[config.mk]
export PLATFORM = sky130hd
export DESIGN_NAME = mul_sched
export DESIGN_NICKNAME = d
export VERILOG_FILES = /design/src/rtl/mul_sched.sv
export SDC_FILE = /design/constraint.sdc
export NUM_CORES = 1
export LEC_CHECK = 0
export ABC_AREA = 1
export CAP_MARGIN = 20
export CORE_UTILIZATION = 35
export CTS_BUF_LIST = sky130_fd_sc_hd__clkbuf_4 sky130_fd_sc_hd__clkbuf_8 sky130_fd_sc_hd__clkbuf_16
export CTS_CLUSTER_SIZE = 24
export DETAILED_ROUTE_END_ITERATION = 8
export GPL_TIMING_DRIVEN = 0
export PLACE_DENSITY = 0.55
export SLEW_MARGIN = 5
export SYNTH_ARGS = -nofsm -noshare
export SYNTH_HDL_FRONTEND = slang
export SYNTH_SLANG_ARGS = --single-unit
[constraint.sdc]
create_clock -name clk -period 3.6 [get_ports clk]
set_clock_uncertainty 0.15 [all_clocks]
set_input_delay 0.9 -clock clk [delete_from_list [all_inputs] [get_ports clk]]
set_output_delay 0.9 -clock clk [all_outputs]
set_load 0.02 [all_outputs]
[src/rtl/mul_sched.sv]
// Operand-fetch scheduler for one MAC pass: primes the A/B memories, then
// steps the byte/halfword select offsets and issues word reads as operands run out.
module mul_sched #(
    parameter int ADDR_W = 12,
    parameter int STEP_W = 16
) (
    input  logic              clk,
    input  logic              rstn,
    input  logic              start,
    input  logic              cfg_mode,
    input  logic [STEP_W-1:0] cfg_steps,
    input  logic [ADDR_W-1:0] cfg_a_base,
    input  logic [ADDR_W-1:0] cfg_b_base,
    input  logic              mac_ready,
    output logic              a_rd_en,
    output logic              b_rd_en,
    output logic [ADDR_W-1:0] a_addr,
    output logic [ADDR_W-1:0] b_addr,
    output logic              start_pos,
    output logic              short_data_mode,
    output logic              short_bia_add,
    output logic              long_bia_add,
    output logic              mul_valid,
    output logic              busy,
    output logic              done,
    output logic [1:0]        dbg_state
);

    typedef enum logic [1:0] {
        S_IDLE  = 2'd0,
        S_PRIME = 2'd1,
        S_RUN   = 2'd2,
        S_DONE  = 2'd3
    } state_t;

    state_t              state_q, state_d;
    logic [STEP_W-1:0]   steps_q;
    logic [STEP_W-1:0]   step_cnt_q;
    logic [ADDR_W-1:0]   a_addr_q;
    logic [ADDR_W-1:0]   b_addr_q;
    logic [2:0]          byte_idx_q;
    logic                half_idx_q;
    logic [1:0]          hw_idx_q;

    logic                accept;
    logic                step;
    logic                last_step;
    logic                a_adv;
    logic                b_adv;

    assign dbg_state       = state_q;
    assign last_step       = (step_cnt_q == steps_q - 1'b1);

    // Handshake: a step happens only in RUN while mac_ready is high; a stalled
    // RUN cycle changes nothing, so the memories keep presenting the same words.
    always_comb begin
        state_d       = state_q;
        accept        = 1'b0;
        step          = 1'b0;
        a_adv         = 1'b0;
        b_adv         = 1'b0;
        a_rd_en       = 1'b0;
        b_rd_en       = 1'b0;
        a_addr        = a_addr_q;
        b_addr        = b_addr_q;
        start_pos     = 1'b0;
        short_bia_add = 1'b0;
        long_bia_add  = 1'b0;
        mul_valid     = 1'b0;
        busy          = 1'b0;
        done          = 1'b0;

        case (state_q)
            S_IDLE: begin
                if (start) begin
                    accept    = 1'b1;
                    start_pos = 1'b1;
                    state_d   = (cfg_steps == '0) ? S_DONE : S_PRIME;
                end
            end

            S_PRIME: begin
                busy    = 1'b1;
                a_rd_en = 1'b1;
                b_rd_en = 1'b1;
                state_d = S_RUN;
            end

            S_RUN: begin
                busy = 1'b1;
                if (mac_ready) begin
                    step          = 1'b1;
                    mul_valid     = 1'b1;
                    short_bia_add = 1'b1;
                    long_bia_add  = ~short_data_mode;
                    if (last_step) begin
                        state_d = S_DONE;
                    end else if (short_data_mode) begin
                        // Byte-serial A: one A word covers eight steps, B is fresh each step.
                        a_adv = (byte_idx_q == 3'd7);
                        b_adv = 1'b1;
                    end else begin
                        a_adv = half_idx_q;
                        b_adv = (hw_idx_q == 2'd3);
                    end
                end
                a_rd_en = a_adv;
                b_rd_en = b_adv;
                if (a_adv) a_addr = a_addr_q + 1'b1;
                if (b_adv) b_addr = b_addr_q + 1'b1;
            end

            S_DONE: begin
                busy    = 1'b1;
                done    = 1'b1;
                state_d = S_IDLE;
            end

            default: begin
                state_d = S_IDLE;
            end
        endcase
    end

    always_ff @(posedge clk or negedge rstn) begin
        if (!rstn) begin
            state_q <= S_IDLE;
        end else begin
            state_q <= state_d;
        end
    end

    always_ff @(posedge clk or negedge rstn) begin
        if (!rstn) begin
            short_data_mode <= 1'b0;
            steps_q         <= '0;
            step_cnt_q      <= '0;
            a_addr_q        <= '0;
            b_addr_q        <= '0;
            byte_idx_q      <= '0;
            half_idx_q      <= 1'b0;
            hw_idx_q        <= '0;
        end else if (accept) begin
            short_data_mode <= cfg_mode;
            steps_q         <= cfg_steps;
            step_cnt_q      <= '0;
            a_addr_q        <= cfg_a_base;
            b_addr_q        <= cfg_b_base;
            byte_idx_q      <= '0;
            half_idx_q      <= 1'b0;
            hw_idx_q        <= '0;
        end else if (step) begin
            // Sub-indices wrap naturally at their widths (7->0, 1->0, 3->0).
            step_cnt_q <= step_cnt_q + 1'b1;
            byte_idx_q <= byte_idx_q + 1'b1;
            half_idx_q <= ~half_idx_q;
            hw_idx_q   <= hw_idx_q + 1'b1;
            if (a_adv) a_addr_q <= a_addr;
            if (b_adv) b_addr_q <= b_addr;
        end
    end

endmodule

==> impl_metrics.toml <==
[clock_tree]
clk_pin_slew_ns = 0.06
htree_levels = 3
cts_root_buf = "clkbuf_16"
cts_made_buffers = 9
cts_buffer_depth = 2
cts_tree = "done"
clock_latency_ns = 0.34
cts.sinks = 65

[routing]
firstDrtPassIters = 5
routed_wl_um = 13690
first_iter_violations = 295
wl_per_cell_um = 14.44
ant_nets = 0
routed_via_density = 4.934
num_vias = 4677
remaining_drc_errors = 0

[worst_setup_path]
cp_num_buf_inv = 5
cpLargestDelayFamily = "simple AND/OR/NAND/NOR gates"
required_ns = 2.55
cpMostUsedCell = "nor2_4"
r2r_slack_ns = -0.10
timing_worst_setup_path_type = "flip-flop to output port"
worst_path_max_delay_cell = "dfrtp_1"
rr_endpoint = "a_addr_q[11]"
cp.arrival_ns = 2.67
reg2reg_depth = 27
crit_fanout = 4
crit_path_end_kind = "output port"
worst_setup_path_start_kind = "flip-flop"
slowest_delay_ns = 0.41
path_cells = "buf_6 -> nor2_4 -> nand2_4 -> nor2_4 -> nand2_2 -> nand3_1 -> nand2_1 -> nor2_2 -> nand3_2 -> nor2_4 -> nor2_4 -> buf_12 -> buf_8 -> buf_6 -> nand4_1 -> nand2_2 -> buf_6"
rr_startpoint = "steps_q[1]"

[synth]
synth.top_cell.area_share_pct = 36.24
avgSynthCellArea_um2 = 6.969
synth_area_um2 = 4488
ys_seq_area_share_pct = 36.24
ys_seq_elements = 65
yosysTopAreaCell = "dfrtp_1"
synthCells = 644
syn_nets = 701
ys_types = 36
synthTopCellsByArea = "dfrtp_1 (36%), nand2_1 (17%), inv_1 (6.4%)"
yosysWarnings = 0

[power_and_ir_drop]
clockPowerShare_pct = 22.7
total_power_mw = 5.243
ir_drop_mv = 0.4389
power.internal_mw = 2.987
p_per_area_nw_per_um2 = 804.6
pwr-share-comb_pct = 53.1
switchingPower_mw = 2.255
netSwitchingFraction_pct = 43.02
p_seq_share_pct = 24.2
cellLeakagePower_nw = 3.206

[timing]
fmax_mhz = 268.8
fin_ws_ns = -0.1198
rsz0062_at_grt = "yes"
worstMarginPinSlew_ns = 0.8106
post-route-period-util_pct = 103.3
hold_viol_final = 0
slew-limit-headroom_pct = 45.46
holdWs_ns = 0.2695
finalCriticalPeriod_ns = 3.720
drv_slew = 0
setup_violations = 22

[placed_design]
gp_congestion = 0.8273
port_buffers = 79
place_hpwl_um = 9511
pre_cts_ws_ns = -0.8415

[floorplan]
start_util_pct = 35.71
ios = 80
die-area_um2 = 13280
core_um2 = 12570
die_h_um = 115.2
rows = 41
dieWidth_um = 115.2

[outcome]
status = "finished, violations left"
violations = "setup timing"

[global_route]
grt_pass1_wl_um = 21760
grt_usage_pct = 21.44
grt_overflow = 0
grt_max_degree = 52
antenna_found_initial = 0
grt_pass1_vias = 4498

[layout]
layout_commonest_cell = "nand2_1"
n_fill_cell = 1219
finalNetCount = 828
final_cell_mix = "nand2_1 (195), inv_1 (73), dfrtp_1 (62)"
areaGrowthSynthToFinish_pct = 45.19
antenna_cells = 0
drive_gt1_share_pct = 22.29

[hold_path]
min_path_type = "input port to async pin"

[run]
drv_cap = 0
[synth_stat cells (all sizes together)]
cell type    n
xnor2        3
nor3b        1
nor2        58
xor2         9
nand3b       3
dfrtp       65
nand4       43
inv         80
o221a        1
or2          2
and2        12
nor4         5
o21ai       23
a21oi       13
nand3       48
buf          9
nand2      216
clkbuf      15
nor3        25
clkinv       1
ha          12
[sequential cells by signal, indices dropped and copies added (netlist names)]
| name | flops |
|---|---|
| a_addr_q | 12 |
| b_addr_q | 12 |
| byte_idx_q | 3 |
| dbg_state | 2 |
| half_idx_q | 1 |
| hw_idx_q | 2 |
| short_data_mode | 1 |
| step_cnt_q | 16 |
| steps_q | 16 |
[layer usage]
layer  global-route usage [%]  wire length (µm)  up-vias
met3                    4.270               790       24
li1                         -                 -     2332
met4                    8.398               309        0
met1                    28.55              6428     2180
met5                        0                 0        -
met2                    34.26              6157      141
[what timing repair did]
item / in CTS / in global routing
setup buffers: 26 / 9
hold buffers: 0 / 0
gates cloned: 1 / 2
gates resized for setup: 195 / 33
pin swaps: 19 / 26
endpoints found under the setup margin: 30 / 27
[cell type report]
| class | count | area [µm²] | share of cell area, % |
|---|---|---|---|
| inverters | 81 | 309.0 | 4.743 |
| clock inverters | 5 | 150.1 | 2.304 |
| repair buffers | 117 | 1191 | 18.28 |
| multi-input cells | 474 | 2630 | 40.36 |
| flip-flops and latches | 65 | 1630 | 25.02 |
| well taps | 172 | 215.2 | 3.303 |
| plain buffers | 23 | 143.9 | 2.208 |
| clock buffers | 11 | 246.5 | 3.783 |
[worst max path at each step]
stage / from / end / slack, ns / cells after the start
2_1_floorplan: mac_ready / a_addr[11] / 0.53 / 7
3_3_place_gp: rstn / steps_q[10] / -0.95 / 1
3_5_place_dp: start / start_pos / -0.84 / 6
4_1_cts: steps_q[1] / b_addr[8] / -0.06 / 17
5_1_grt: steps_q[1] / b_addr[2] / -0.27 / 17
6_report: steps_q[1] / b_addr[2] / -0.12 / 17
[power groups by stage]
stage	sequential [mW]	combinational, mW	clock, mW
after floorplan	1.21	1.60	0
after global routing	1.30	3.09	1.24
final	1.27	2.78	1.19
after CTS	1.26	2.64	1.21
after global placement	1.26	2.36	0
after detailed placement	1.26	2.40	0
[per-stage QoR]
| step | util (%) | instance area, µm² | TNS (ns) | std cells |
|---|---|---|---|---|
| floorplan | - | 4488 | 0 | 644 |
| global placement | 43.71 | 5494 | -78.13 | 895 |
| detailed placement | 43.91 | 5519 | -17.07 | 896 |
| CTS | 49.97 | 6280 | -0.7179 | 937 |
| global route | 51.85 | 6516 | -5.238 | 948 |
| finish | 51.85 | 6516 | -1.456 | 948 |
[worst reg2reg max path: stages, from the launching register on]
cell and delay (ns):
dfrtp_1 0.41, inv_2 0.09, ha_4 0.16, nand3_4 0.11, nor2_4 0.16, buf_6 0.11, nand3b_1 0.06, nand2_1 0.08
nor2_2 0.05, nand4_1 0.11, nor2_4 0.06, nor2_4 0.16, buf_6 0.15, clkbuf_16 0.14, nand4_1 0.10, buf_4 0.18
buf_4 0.12, buf_4 0.12, buf_4 0.12, buf_4 0.12, buf_4 0.12, buf_4 0.12, buf_4 0.12, buf_4 0.12
buf_4 0.12, buf_4 0.12, nand3_1 0.06, nand2_1 0.06
[kinds of logic after synthesis]
logic type	Yosys count	share of synthesized area, %
simple gates	413	44.13
compound gates	37	4.349
buf+inv	105	9.590
flops	65	36.24
xor+xnor	12	2.342
fa+ha+maj	12	3.345
Power figures use the tool's default switching activity.
